## config.mk

```make
export PLATFORM = sky130hd
export DESIGN_NAME = iob_cache_fe_arbiter
export DESIGN_NICKNAME = d
export VERILOG_FILES = /design/src/rtl/iob_cache_fe_arbiter_pkg.sv /design/src/rtl/iob_cache_arb_rr.sv /design/src/rtl/iob_cache_fe_arbiter.sv
export SDC_FILE = /design/constraint.sdc
export NUM_CORES = 1
export LEC_CHECK = 0
export ABC_AREA = 1
export BUFFER_PORTS_ARGS = -buffer_cell sky130_fd_sc_hd__clkbuf_2
export CORE_AREA = 5 5 116 118
export CTS_CLUSTER_DIAMETER = 60
export CTS_CLUSTER_SIZE = 25
export DETAILED_ROUTE_END_ITERATION = 6
export DIE_AREA = 0 0 121 123
export GPL_TIMING_DRIVEN = 0
export SYNTH_ARGS = -nofsm -noshare
export SYNTH_HDL_FRONTEND = slang
export SYNTH_SLANG_ARGS = --single-unit
export TNS_END_PERCENT = 20
```

## constraint.sdc

```tcl
create_clock -name clk_i -period 3.2 [get_ports clk_i]
set_clock_uncertainty 0.1 [all_clocks]
set_input_delay 0.32 -clock clk_i [delete_from_list [all_inputs] [get_ports clk_i]]
set_output_delay 0.32 -clock clk_i [all_outputs]
set_load 0.01 [all_outputs]
```

## src/rtl/iob_cache_fe_arbiter_pkg.sv

```systemverilog
// ============================================================================
// Module : iob_cache_fe_arbiter_pkg
// Brief  : Shared FSM encodings and helpers for the cache front-end arbiter.
// Rev    : 1.0
// ============================================================================
`timescale 1ns/1ps
`default_nettype none

package iob_cache_fe_arbiter_pkg;

  localparam logic [1:0] ARB_IDLE = 2'd0;
  localparam logic [1:0] ARB_REQ  = 2'd1;
  localparam logic [1:0] ARB_RESP = 2'd2;

  // Port-select width; a single port still needs a 1-bit index.
  function automatic int sel_w(input int nports);
    return (nports > 1) ? $clog2(nports) : 1;
  endfunction

endpackage

`default_nettype wire

```

## src/rtl/iob_cache_arb_rr.sv

```systemverilog
// ============================================================================
// Module : iob_cache_arb_rr
// Brief  : Combinational round-robin priority encoder starting at ptr.
// Rev    : 1.0
// ============================================================================
`timescale 1ns/1ps
`default_nettype none

module iob_cache_arb_rr
  import iob_cache_fe_arbiter_pkg::*;
#(
  parameter int NPORTS = 2,
  parameter int SEL_W  = sel_w(NPORTS)
) (
  input  logic [NPORTS-1:0] req,
  input  logic [SEL_W-1:0]  ptr,
  output logic [SEL_W-1:0]  grant,
  output logic              any
);

  // Walk offsets from farthest to nearest so the port closest to ptr wins.
  always_comb begin
    grant = '0;
    for (int i = NPORTS - 1; i >= 0; i--) begin
      for (int p = 0; p < NPORTS; p++) begin
        if (req[p] && (p == ((int'(ptr) + i) % NPORTS))) begin
          grant = SEL_W'(p);
        end
      end
    end
  end

  assign any = |req;

endmodule

`default_nettype wire

```

## src/rtl/iob_cache_fe_arbiter.sv

```systemverilog
// ============================================================================
// Module : iob_cache_fe_arbiter
// Brief  : N-port round-robin IOb arbiter in front of the cache front end.
//          Optional per-port grant counters with IOB_CACHE_ARB_CNT_EN.
// Rev    : 1.0
// ============================================================================
`timescale 1ns/1ps
`default_nettype none

module iob_cache_fe_arbiter
  import iob_cache_fe_arbiter_pkg::*;
#(
  parameter int NPORTS = 2,
  parameter int ADDR_W = 32,
  parameter int DATA_W = 32,
  parameter int CNT_W  = 16
) (
  input  logic                       clk_i,
  input  logic                       arst_n_i,
  input  logic [NPORTS-1:0]          fe_avalid_i,
  input  logic [NPORTS*ADDR_W-1:0]   fe_addr_i,
  input  logic [NPORTS*DATA_W-1:0]   fe_wdata_i,
  input  logic [NPORTS*DATA_W/8-1:0] fe_wstrb_i,
  output logic [NPORTS-1:0]          fe_ready_o,
  output logic [NPORTS-1:0]          fe_rvalid_o,
  output logic [NPORTS*DATA_W-1:0]   fe_rdata_o,
  output logic                       c_avalid_o,
  output logic [ADDR_W-1:0]          c_addr_o,
  output logic [DATA_W-1:0]          c_wdata_o,
  output logic [DATA_W/8-1:0]        c_wstrb_o,
  input  logic                       c_ready_i,
  input  logic                       c_rvalid_i,
`ifdef IOB_CACHE_ARB_CNT_EN
  input  logic                       cnt_rst_i,
  output logic [NPORTS*CNT_W-1:0]    grant_cnt_o,
`endif
  input  logic [DATA_W-1:0]          c_rdata_i
);

  localparam int               SEL_W     = sel_w(NPORTS);
  localparam int               STRB_W    = DATA_W / 8;
  localparam logic [SEL_W-1:0] LAST_PORT = SEL_W'(NPORTS - 1);

  if (NPORTS < 1 || NPORTS > 16 || (DATA_W % 8) != 0 || ADDR_W < 1 || CNT_W < 1) begin : g_param_check
    $error("iob_cache_fe_arbiter: illegal parameter set");
  end

  logic [1:0]       r_state;
  logic [SEL_W-1:0] r_sel;
  logic [SEL_W-1:0] r_ptr;

  logic [SEL_W-1:0]  w_grant;
  logic              w_any;
  logic              w_in_req;
  logic              w_in_resp;
  logic              w_sel_avalid;
  logic [ADDR_W-1:0] w_sel_addr;
  logic [DATA_W-1:0] w_sel_wdata;
  logic [STRB_W-1:0] w_sel_wstrb;
  logic              w_accept;
  logic              w_is_write;
  logic [SEL_W-1:0]  w_ptr_next;

  iob_cache_arb_rr #(
    .NPORTS (NPORTS),
    .SEL_W  (SEL_W)
  ) u_rr (
    .req   (fe_avalid_i),
    .ptr   (r_ptr),
    .grant (w_grant),
    .any   (w_any)
  );

  always_comb begin
    w_sel_avalid = 1'b0;
    w_sel_addr   = '0;
    w_sel_wdata  = '0;
    w_sel_wstrb  = '0;
    for (int p = 0; p < NPORTS; p++) begin
      if (r_sel == SEL_W'(p)) begin
        w_sel_avalid = fe_avalid_i[p];
        w_sel_addr   = fe_addr_i[p*ADDR_W +: ADDR_W];
        w_sel_wdata  = fe_wdata_i[p*DATA_W +: DATA_W];
        w_sel_wstrb  = fe_wstrb_i[p*STRB_W +: STRB_W];
      end
    end
  end

  assign w_in_req   = (r_state == ARB_REQ);
  assign w_in_resp  = (r_state == ARB_RESP);
  assign w_accept   = c_avalid_o & c_ready_i;
  assign w_is_write = |w_sel_wstrb;
  assign w_ptr_next = (r_sel == LAST_PORT) ? '0 : r_sel + 1'b1;

  // Cache side is driven only while a request is being presented.
  assign c_avalid_o = w_in_req & w_sel_avalid;
  assign c_addr_o   = w_in_req ? w_sel_addr  : '0;
  assign c_wdata_o  = w_in_req ? w_sel_wdata : '0;
  assign c_wstrb_o  = w_in_req ? w_sel_wstrb : '0;

  always_comb begin
    fe_ready_o  = '0;
    fe_rvalid_o = '0;
    for (int p = 0; p < NPORTS; p++) begin
      if (r_sel == SEL_W'(p)) begin
        fe_ready_o[p]  = w_in_req & c_ready_i;
        fe_rvalid_o[p] = w_in_resp & c_rvalid_i;
      end
    end
  end

  // Read data is broadcast; fe_rvalid_o alone tells the owner it is meant for it.
  assign fe_rdata_o = w_in_resp ? {NPORTS{c_rdata_i}} : '0;

  always_ff @(posedge clk_i or negedge arst_n_i) begin
    if (!arst_n_i) begin
      r_state <= ARB_IDLE;
      r_sel   <= '0;
      r_ptr   <= '0;
    end else begin
      case (r_state)
        ARB_IDLE: begin
          if (w_any) begin
            r_sel   <= w_grant;
            r_state <= ARB_REQ;
          end
        end
        ARB_REQ: begin
          if (w_accept) begin
            if (w_is_write) begin
              r_state <= ARB_IDLE;
              r_ptr   <= w_ptr_next;
            end else begin
              r_state <= ARB_RESP;
            end
          end else if (!w_sel_avalid) begin
            // Master withdrew its request: abandon without moving the pointer.
            r_state <= ARB_IDLE;
          end
        end
        ARB_RESP: begin
          if (c_rvalid_i) begin
            r_state <= ARB_IDLE;
            r_ptr   <= w_ptr_next;
          end
        end
        default: r_state <= ARB_IDLE;
      endcase
    end
  end

`ifdef IOB_CACHE_ARB_CNT_EN
  for (genvar p = 0; p < NPORTS; p++) begin : g_cnt
    logic [CNT_W-1:0] r_cnt;

    always_ff @(posedge clk_i or negedge arst_n_i) begin
      if (!arst_n_i) begin
        r_cnt <= '0;
      end else if (cnt_rst_i) begin
        r_cnt <= '0;
      end else if (w_accept && (r_sel == SEL_W'(p)) && !(&r_cnt)) begin
        r_cnt <= r_cnt + 1'b1;
      end
    end

    assign grant_cnt_o[p*CNT_W +: CNT_W] = r_cnt;
  end
`endif

endmodule

`default_nettype wire
```

==> flow_summary.html <==
<table>
<tr><th>Metric</th><th>Value</th></tr>
<tr><th colspan="2">Global route</th></tr>
<tr><td>First-pass GRT wire length</td><td>15500 um</td></tr>
<tr><td>Vias in the first global route</td><td>3178</td></tr>
<tr><td>Pin count of the biggest net entering global routing</td><td>11</td></tr>
<tr><td>Overflow left after global routing</td><td>0</td></tr>
<tr><td>Global router's overall resource usage</td><td>a little over an eighth</td></tr>
<tr><td>Initial antenna violation count</td><td>1</td></tr>
<tr><th colspan="2">Critical path</th></tr>
<tr><td>Reg2Reg Setup Slack</td><td>~1.9 ns</td></tr>
<tr><td>Category of the worst setup path launch point</td><td>flop</td></tr>
<tr><td>Data required time of the worst path</td><td>2.78 ns</td></tr>
<tr><td>Worst reg2reg path endpoint</td><td>r_ptr$_DFFE_PN0P_</td></tr>
<tr><td>Number of cells on the worst reg-to-reg path</td><td>10</td></tr>
<tr><td>Type of destination of the critical path</td><td>output port</td></tr>
<tr><td>Critical path startpoint</td><td>r_state[1]$_DFFE_PN0P_</td></tr>
<tr><td>Highest-delay cell along the critical path</td><td>dfrtp_1</td></tr>
<tr><td>FF-to-FF Start</td><td>r_sel$_DFFE_PN0P_</td></tr>
<tr><td>Largest stage delay, worst path</td><td>0.36 ns</td></tr>
<tr><td>Class of the most critical setup path</td><td>flop to output port</td></tr>
<tr><td>Chain of cells forming the critical path</td><td>nor2_1, inv_2, clkbuf_1, a21oi_1, clkbuf_2</td></tr>
<tr><td>Data arrival at the endpoint of the critical path</td><td>1.59 ns</td></tr>
<tr><td>Largest driver fanout on the critical path</td><td>10</td></tr>
<tr><th colspan="2">Synthesis</th></tr>
<tr><td>Average cell area after synthesis</td><td>4.83 um2</td></tr>
<tr><td>Yosys warning total</td><td>0</td></tr>
<tr><td>Post-synth design cell area</td><td>0.00178 mm2</td></tr>
<tr><td>Number of nets in the synthesized netlist</td><td>543</td></tr>
<tr><td>Number of library cell types mapped by synthesis</td><td>19</td></tr>
<tr><td>Cell count after synthesis</td><td>369</td></tr>
<tr><td>Sequential element share of the synthesized area</td><td>5.62%</td></tr>
<tr><td>Number of synthesized register bits</td><td>4</td></tr>
<tr><th colspan="2">Drt</th></tr>
<tr><td>Detailed Route WL</td><td>10800 um</td></tr>
<tr><td>Number of nets still failing antenna checks after routing</td><td>0</td></tr>
<tr><td>Vias per cell</td><td>3.89</td></tr>
<tr><td>Total DRC errors in the routed layout</td><td>0</td></tr>
<tr><td>Length of the first detailed-routing pass in iterations</td><td>4</td></tr>
<tr><td>Mean routed wirelength per cell</td><td>12.7 um</td></tr>
<tr><td>Vias post-DR</td><td>3324</td></tr>
<tr><td>Initial detailed-routing violation count</td><td>99</td></tr>
<tr><th colspan="2">Clock tree</th></tr>
<tr><td>Max Root-Sink Buffers</td><td>2</td></tr>
<tr><td>Clock transition time at the flip-flop clock pins of the worst setup and hold paths</td><td>0.03 ns</td></tr>
<tr><td>Number of CTS-inserted buffers</td><td>3</td></tr>
<tr><td>CTS H-Tree Depth</td><td>1</td></tr>
<tr><td>Root Buffer Master</td><td>clkbuf_16</td></tr>
<tr><td>CTS tree</td><td>done</td></tr>
<tr><td>Clk sinks</td><td>4</td></tr>
<tr><td>Clock network latency to the later pin of the worst-skew pair</td><td>about 0.22 ns</td></tr>
<tr><th colspan="2">STA</th></tr>
<tr><td>Setup TNS</td><td>0 ns</td></tr>
<tr><td>Actual slew at the worst max-slew pin</td><td>between 0.4 and 0.5 ns</td></tr>
<tr><td>Total of endpoints with negative setup slack in the final report</td><td>0</td></tr>
<tr><td>Highest achievable clock rate</td><td>499 MHz</td></tr>
<tr><td>Final period demand of the worst path</td><td>around 2.0 ns</td></tr>
<tr><td>Setup repair after global routing missed its margin</td><td>no</td></tr>
<tr><td>Final-layout worst hold slack</td><td>0.211 ns</td></tr>
<tr><td>Final hold viol count</td><td>0</td></tr>
<tr><td>Worst-case headroom to the max-slew limit</td><td>a little under 70%</td></tr>
<tr><td>Final Max Tran Viols</td><td>0</td></tr>
<tr><td>Share of the clock period used by the worst path after layout</td><td>about 63%</td></tr>
<tr><th colspan="2">Die</th></tr>
<tr><td>Count of boundary I/O pins</td><td>between 300 and 400</td></tr>
<tr><td>Std-Cell Core Area</td><td>0.0124 mm2</td></tr>
<tr><td>Initial standard-cell utilization of the core</td><td>14.4%</td></tr>
<tr><td>Standard-cell rows</td><td>slightly above 40</td></tr>
<tr><td>Horiz. Die Dim</td><td>121 um</td></tr>
<tr><td>Die ar.</td><td>approximately 0.015 mm2</td></tr>
<tr><td>Die H</td><td>123 um</td></tr>
<tr><th colspan="2">Cells and area</th></tr>
<tr><td>Seq. cell area</td><td>100 um2</td></tr>
<tr><td>Most frequent cells in the layout</td><td>clkbuf_2, nand2_1, a21oi_1</td></tr>
<tr><td>Fraction of final layout cells sized beyond drive strength 1</td><td>54.9%</td></tr>
<tr><td>Most common cell after layout, fill and taps aside</td><td>clkbuf_2</td></tr>
<tr><td>Final core utilization</td><td>a little under 30%</td></tr>
<tr><td>Total number of nets in the final design</td><td>859</td></tr>
<tr><td>Area taken by multi-input logic gates</td><td>between 0.001 and 0.0015 mm2</td></tr>
<tr><td>Antenna fix cells</td><td>0</td></tr>
<tr><td>Filler Cells Inserted</td><td>1420</td></tr>
<tr><td>Area growth from synthesis to layout</td><td>104%</td></tr>
<tr><th colspan="2">Placed design</th></tr>
<tr><td>Number of buffers added on ports</td><td>310</td></tr>
<tr><td>Routability congestion estimate from global placement</td><td>approximately 0.8</td></tr>
<tr><td>Total half-perimeter wirelength after legalization and detailed placement</td><td>9650 um</td></tr>
<tr><th colspan="2">Power</th></tr>
<tr><td>Maximum vdd drop</td><td>0.281 mV</td></tr>
<tr><td>Cell leakage power</td><td>between 2 and 2.5 nW</td></tr>
<tr><td>Power per standard cell area</td><td>594 mW/mm2</td></tr>
<tr><td>Overall Power</td><td>2.16 mW</td></tr>
<tr><th colspan="2">Hold path</th></tr>
<tr><td>WHS Path Cells</td><td>2</td></tr>
<tr><td>Hold Path Class</td><td>primary input to flop</td></tr>
<tr><td>Worst hold path startpoint</td><td>c_rvalid_i</td></tr>
<tr><td>End point of the most critical hold path</td><td>r_state[1]$_DFFE_PN0P_</td></tr>
<tr><th colspan="2">Run status</th></tr>
<tr><td>Outcome</td><td>complete, no violations</td></tr>
<tr><th colspan="2">Run</th></tr>
<tr><td>Count of max-cap constraint violations</td><td>0</td></tr>
</table>
## cell type report
class                           count  share of cell area [%]
Inverter                           41                    4.31
Multi-Input combinational cell    267                    30.9
Sequential cell                     4                    2.76
Buffer                             57                    11.1
Timing Repair Buffer              311                    43.0
Clock buffer                        3                    2.07
Tap cell                          172                    5.92
## what timing repair did
item / CTS / global route
setup buffers: 0 / 0
hold buffers: 1 / 0
hold endpoints to repair: 4 / 0
resized for setup: 0 / 0
endpoints found under the setup margin: 0 / 0
## state kept, by name, summed over array words and instances, names as in the netlist
register  flops
r_ptr         1
r_state       2
r_sel         1
## synthesized netlist by cell type
cell type / count / area share (%)
nand3_2: 1 / 0.56
clkbuf_1: 4 / 0.84
inv_4: 1 / 0.35
nor2_1: 38 / 8.0
o22ai_1: 1 / 0.35
o21ai_0: 2 / 0.56
inv_2: 1 / 0.21
dfrtp_1: 4 / 5.6
buf_4: 36 / 15
nand2_2: 3 / 1.1
nand3_1: 2 / 0.56
nor3_1: 2 / 0.56
nand2_1: 146 / 31
inv_1: 39 / 8.2
buf_6: 5 / 3.2
o31ai_1: 1 / 0.42
a21oi_1: 68 / 19
buf_2: 12 / 3.4
nor2_2: 3 / 1.1
## cells by family after synthesis
group	share of synthesized area (%)
buf+inv	31.3
simple gates	42.6
flops	5.62
compound gates	20.5
## worst max path at each step
| stage | cells past startpoint | slack (ns) | to |
|---|---|---|---|
| final | 5 | 1.19 | c_wdata_o[18] |
| after global routing | 7 | 1.08 | fe_rdata_o[52] |
| after CTS | 5 | 1.16 | c_addr_o[0] |
| after detailed placement | 5 | 1.41 | c_addr_o[0] |
| after global placement | 5 | 1.39 | c_wdata_o[18] |
| after floorplan | 4 | 1.67 | fe_ready_o[0] |
## through the flow
step	instances	setup slack, ns	instance area (um2)
finish	855	1.19	3630
floorplan	369	1.67	1780
global route	855	1.08	3630
CTS	855	1.16	3630
detailed placement	851	1.41	3550
global placement	851	1.39	3550
## layer usage
| metal | vias up | global-route usage [%] | part of all wire [%] |
|---|---|---|---|
| li1 | 1726 | - | - |
| met2 | 201 | 24.6 | 50 |
| met4 | 2 | 3.12 | 1.5 |
| met1 | 1378 | 14.2 | 37 |
| met3 | 17 | 3.84 | 11 |
| met5 | - | 0 | 0.074 |
## power by group
part,leakage [nW],switching (mW),internal (mW),total (mW)
logic,2.37,1.18,0.702,1.88
registers,0.0503,0.00963,0.0710,0.0806
clock network,0.0370,0.0361,0.160,0.196
## worst max-delay path, delay by kind of cell (launching register included)
kind                   cells  cell delay, ns
buffers and inverters      3            0.55
DFF                        1            0.36
AOI/OAI and AO/OA          1            0.23
and+or+nand+nor            1            0.21
No activity file was read; power rests on OpenSTA's default activity.
